===== config.mk =====
export PLATFORM = sky130hd
export DESIGN_NAME = predistort_taps_ctrl
export DESIGN_NICKNAME = d
export VERILOG_FILES = /design/src/rtl/predistort_taps_ctrl.sv
export SDC_FILE = /design/constraint.sdc
export NUM_CORES = 2
export LEC_CHECK = 0
export CAP_MARGIN = 40
export CORE_MARGIN = 3
export CORE_UTILIZATION = 27
export CTS_CLUSTER_DIAMETER = 150
export DETAILED_ROUTE_END_ITERATION = 8
export PLACE_DENSITY_LB_ADDON = 0.15
export SYNTH_ARGS = -nofsm -noshare
export SYNTH_HDL_FRONTEND = slang
export SYNTH_SLANG_ARGS = --single-unit

===== constraint.sdc =====
create_clock -name clk -period 4.4 [get_ports clk]
set_clock_uncertainty 0.05 [all_clocks]
set_input_delay 0.88 -clock clk [delete_from_list [all_inputs] [get_ports clk]]
set_output_delay 0.88 -clock clk [all_outputs]
set_load 0.02 [all_outputs]

===== src/rtl/predistort_taps_ctrl.sv =====
// ============================================================================
// Module   : predistort_taps_ctrl
// Brief    : Double-banked tap RAM that streams one bank to predistort taps_*.
// Revision : 1.0 - initial release
// ============================================================================
`default_nettype none

module predistort_taps_ctrl #(
    parameter int WIDTH = 16,
    parameter int DEPTH = 7
) (
    input  logic             clk,
    input  logic             reset,
    input  logic             clear,
    input  logic             wr_stb,
    input  logic             wr_bank,
    input  logic [DEPTH-1:0] wr_addr,
    input  logic [WIDTH-1:0] wr_data,
    input  logic             load_stb,
    input  logic             load_bank,
    output logic [WIDTH-1:0] taps_tdata,
    output logic             taps_tlast,
    output logic             taps_tvalid,
    input  logic             taps_tready,
    output logic             busy,
    output logic             active_bank,
    output logic             wr_err,
    output logic [15:0]      load_count
);

    localparam int              NTAPS     = 1 << DEPTH;
    localparam logic [DEPTH-1:0] LAST_ADDR = '1;

    localparam logic [1:0] S_IDLE   = 2'd0;
    localparam logic [1:0] S_PRIME  = 2'd1;
    localparam logic [1:0] S_STREAM = 2'd2;

    logic [WIDTH-1:0] mem [0:2*NTAPS-1];

    logic [1:0]       state_q, state_d;
    logic             cur_bank_q, cur_bank_d;
    logic             pend_q, pend_bank_q;
    logic [DEPTH-1:0] rd_addr_q;
    logic [WIDTH-1:0] tdata_q;
    logic             tlast_q, tvalid_q;
    logic             active_bank_q;
    logic [15:0]      load_count_q;
    logic             wr_err_q;

    logic w_fire, w_start, w_busy, w_rd_en, w_done, w_wr_rej;

    assign w_fire   = tvalid_q & taps_tready;
    assign w_start  = (state_q == S_IDLE) & (load_stb | pend_q);
    assign w_wr_rej = wr_stb & w_busy & (wr_bank == cur_bank_q);

    // State register
    always_ff @(posedge clk) begin
        if (reset || clear) begin
            state_q <= S_IDLE;
        end else begin
            state_q <= state_d;
        end
    end

    // Next-state logic; a fresh request in IDLE overrides a pending one
    always_comb begin
        state_d    = state_q;
        cur_bank_d = cur_bank_q;
        case (state_q)
            S_IDLE: begin
                if (load_stb || pend_q) begin
                    state_d    = S_PRIME;
                    cur_bank_d = load_stb ? load_bank : pend_bank_q;
                end
            end
            S_PRIME:  state_d = S_STREAM;
            S_STREAM: if (w_fire && tlast_q) state_d = S_IDLE;
            default:  state_d = S_IDLE;
        endcase
    end

    // Output decode
    always_comb begin
        w_busy  = (state_q != S_IDLE) | pend_q;
        w_rd_en = (state_q == S_PRIME) | ((state_q == S_STREAM) & w_fire & ~tlast_q);
        w_done  = (state_q == S_STREAM) & w_fire & tlast_q;
    end

    always_ff @(posedge clk) begin
        if (!w_wr_rej && wr_stb) begin
            mem[{wr_bank, wr_addr}] <= wr_data;
        end
    end

    // The output register doubles as the RAM read register, so every accepted
    // beat immediately fetches the next entry and tready-high streams have no gaps.
    always_ff @(posedge clk) begin
        if (reset) begin
            cur_bank_q    <= 1'b0;
            pend_q        <= 1'b0;
            pend_bank_q   <= 1'b0;
            rd_addr_q     <= '0;
            tdata_q       <= '0;
            tlast_q       <= 1'b0;
            tvalid_q      <= 1'b0;
            active_bank_q <= 1'b0;
            load_count_q  <= 16'd0;
            wr_err_q      <= 1'b0;
        end else begin
            wr_err_q <= w_wr_rej;
            if (clear) begin
                pend_q   <= 1'b0;
                tvalid_q <= 1'b0;
                tlast_q  <= 1'b0;
            end else begin
                cur_bank_q <= cur_bank_d;
                if (load_stb && state_q != S_IDLE) begin
                    pend_q      <= 1'b1;
                    pend_bank_q <= load_bank;
                end else if (w_start) begin
                    pend_q <= 1'b0;
                end
                if (w_start) begin
                    rd_addr_q <= '0;
                end else if (w_rd_en) begin
                    rd_addr_q <= rd_addr_q + DEPTH'(1);
                end
                if (w_rd_en) begin
                    tdata_q  <= mem[{cur_bank_q, rd_addr_q}];
                    tlast_q  <= (rd_addr_q == LAST_ADDR);
                    tvalid_q <= 1'b1;
                end else if (w_done) begin
                    tvalid_q      <= 1'b0;
                    tlast_q       <= 1'b0;
                    active_bank_q <= cur_bank_q;
                    load_count_q  <= load_count_q + 16'd1;
                end
            end
        end
    end

    assign taps_tdata  = tdata_q;
    assign taps_tlast  = tlast_q;
    assign taps_tvalid = tvalid_q;
    assign busy        = w_busy;
    assign active_bank = active_bank_q;
    assign wr_err      = wr_err_q;
    assign load_count  = load_count_q;

endmodule

`default_nettype wire


==> impl_metrics.json <==
{
  "grt_start_max_net_pins": 123,
  "setup_slack_ps": 25.8,
  "dpl-instance-area_um2": 176000,
  "start_util": 0.271,
  "wl_per_cell_um": 33.0,
  "worstMarginPinSlew_ps": 1300,
  "multi_input_area_um2": 33900,
  "hold_violations": 0,
  "ys_warn_count": 0,
  "clock-root-buffer": "clkbuf_16",
  "path_cells": "buf_12, or3b_2, buf_4, o22ai_1, nor2_1, o21ai_0, nand3_1, a31oi_1, a32o_1",
  "overflow": 0,
  "finalSetupViolations": 0,
  "hold_buffers": 0,
  "holdCritPathClass": "in2reg",
  "dieArea_um2": 601000,
  "vias": 79600,
  "post-route-drc-count": 0,
  "cp-end-kind": "flop",
  "port_buffers": 67,
  "die-height_um": 776,
  "fin_crit_ps": 4370,
  "io_pins": 68,
  "ys_ff_latch": 4144,
  "syn-num-nets": 7232,
  "path_class": "reg2reg",
  "p_total_mw": 82.3,
  "drtAntennaViolNets": 0,
  "timing.final.crit_share": 0.994,
  "areaGrowthSynthToFinish_pct": 18.9,
  "power_density_nw_per_um2": 433,
  "synth_edf_count": 4096,
  "maxCapViolCount": 0,
  "firstDrtPassIters": 5,
  "fillers": 56100,
  "cts_tree": "yes",
  "cts-buffers-inserted": 444,
  "postCtsResizedCells": 0,
  "wl_um": 537000,
  "final_common_cell": "edfxtp_1",
  "hpwl_um": 336000,
  "nNetsFinal": 8105,
  "core_um2": 590000,
  "final_cell_mix": "edfxtp_1 (4096), mux4_2 (982), buf_4 (648)",
  "fmax_ghz": 0.229,
  "cts_htree_levels": 5,
  "syn_area_um2": 160000,
  "die_w_um": 776,
  "post-route-util": 0.322,
  "max-vdd-ir-drop_mv": 0.318,
  "via_per_inst": 4.89,
  "p_leak_nw": 57.5,
  "ys.flop_type": "edfxtp_1",
  "antenna_found_initial": 48,
  "drive_gt1_frac": 0.315,
  "synthDistinctLibCells": 72,
  "grt_pass1_wl_um": 730000,
  "slowest_delay_ps": 760,
  "fin_area_um2": 190000,
  "startpoint_type": "flop",
  "post_cts_buffers": 0,
  "cts.sinks": 4144,
  "critical_path_required_ps": 5330,
  "clk_latency_ps": 1030,
  "clockBufferDepth": 4,
  "fp-row-count": 282,
  "gp_congestion": 0.823,
  "status": "completed",
  "seq_area_um2": 124000,
  "slew_violations": 0,
  "dp_cells": 15400,
  "cp_data_arrival_time_ps": 5310,
  "place_ws_ps": 19.3,
  "drt_iter0_drc": 8987,
  "grt_pass1_vias": 81800,
  "crit_path_top_delay_cell": "a31oi_1",
  "clk_pin_slew_worst_paths_ps": 60,
  "async_flop_share": 0,
  "slew_headroom": 0.134,
  "crit_fanout": 42,
  "rsz0062_at_grt": "no",
  "hold_ws_ps": 184,
  "ys_seq_area_frac": 0.775,
  "syn_avg_cell_area_um2": 22.2,
  "setup_tns_ps": 0,
  "synth_cells": 7199,
  "layout.cells.non_filler": 16300,
  "track_usage": 0.175
}
flip-flops by register name, indices dropped and copies added, names as in the netlist, 2 cells and up:
register,flops
mem,4096
load_count,16
taps_tdata,16
rd_addr_q,7
state_q,2
Yosys cell counts (51+ instances only):
cell      count  share of area
edfxtp_1   4096           0.77
mux4_2      982           0.14
mux2i_1     387          0.024
nor2_1      360         0.0085
nand2_1     161         0.0038
clkbuf_1    144         0.0034
a21oi_1     124         0.0039
buf_2       110         0.0034
a22oi_1      84         0.0039
o21ai_0      66         0.0021
buf_6        60         0.0042
buf_4        51         0.0024
routing by layer:
metal	track usage	part of all wire
met1	0.245	0.44
met2	0.286	0.48
met4	0.0422	0.026
met3	0.0269	0.058
met5	0	0.000078
cell type report:
type,count,share of cell area
inverters,10,0.000276
diodes,36,0.000474
well taps,7810,0.0514
repair buffers,841,0.0424
clock inverters,261,0.0142
multi-input cells,2631,0.178
clock buffers,557,0.0609
flip-flops and latches,4144,0.652
where the power goes:
group | leakage (nW) | switching [mW] | internal (mW)
sequential | 37.2 | 0.0365 | 43.4
clock | 6.92 | 16.0 | 20.9
combinational | 13.3 | 1.34 | 0.521
total | 57.5 | 17.4 | 64.8
cells by family (layout without fill, tap and decap cells):
family / count (synthesis) / count (layout) / synth area share
flops: 4144 / 4144 / 0.775
mux: 1389 / 1389 / 0.165
simple gates: 670 / 670 / 0.0178
compound gates: 550 / 550 / 0.0237
buf+inv: 424 / 1669 / 0.0169
xor+xnor: 20 / 20 / 0.00110
fa+ha+maj: 2 / 2 / 0.000156
other cells: 0 / 36 / 0
critical path, delay by kind of cell (launching register included):
kind,cells,cell delay [ps]
compound gates,4,1620
simple gates,3,1370
buf+inv,2,610
flops,1,560
path summary, 6_finish.rpt:
kind / startpoint / to / slack, ps / cells after the start
max reg2reg: rd_addr_q[0] / taps_tdata[15] / 30 / 9
max: rd_addr_q[0] / taps_tdata[15] / 30 / 9
min reg2reg: load_count[15] / load_count[15] / 460 / 2
min: wr_data[2] / mem[15][2] / 180 / 1
Note: power is estimated with default switching activity, not from simulation.
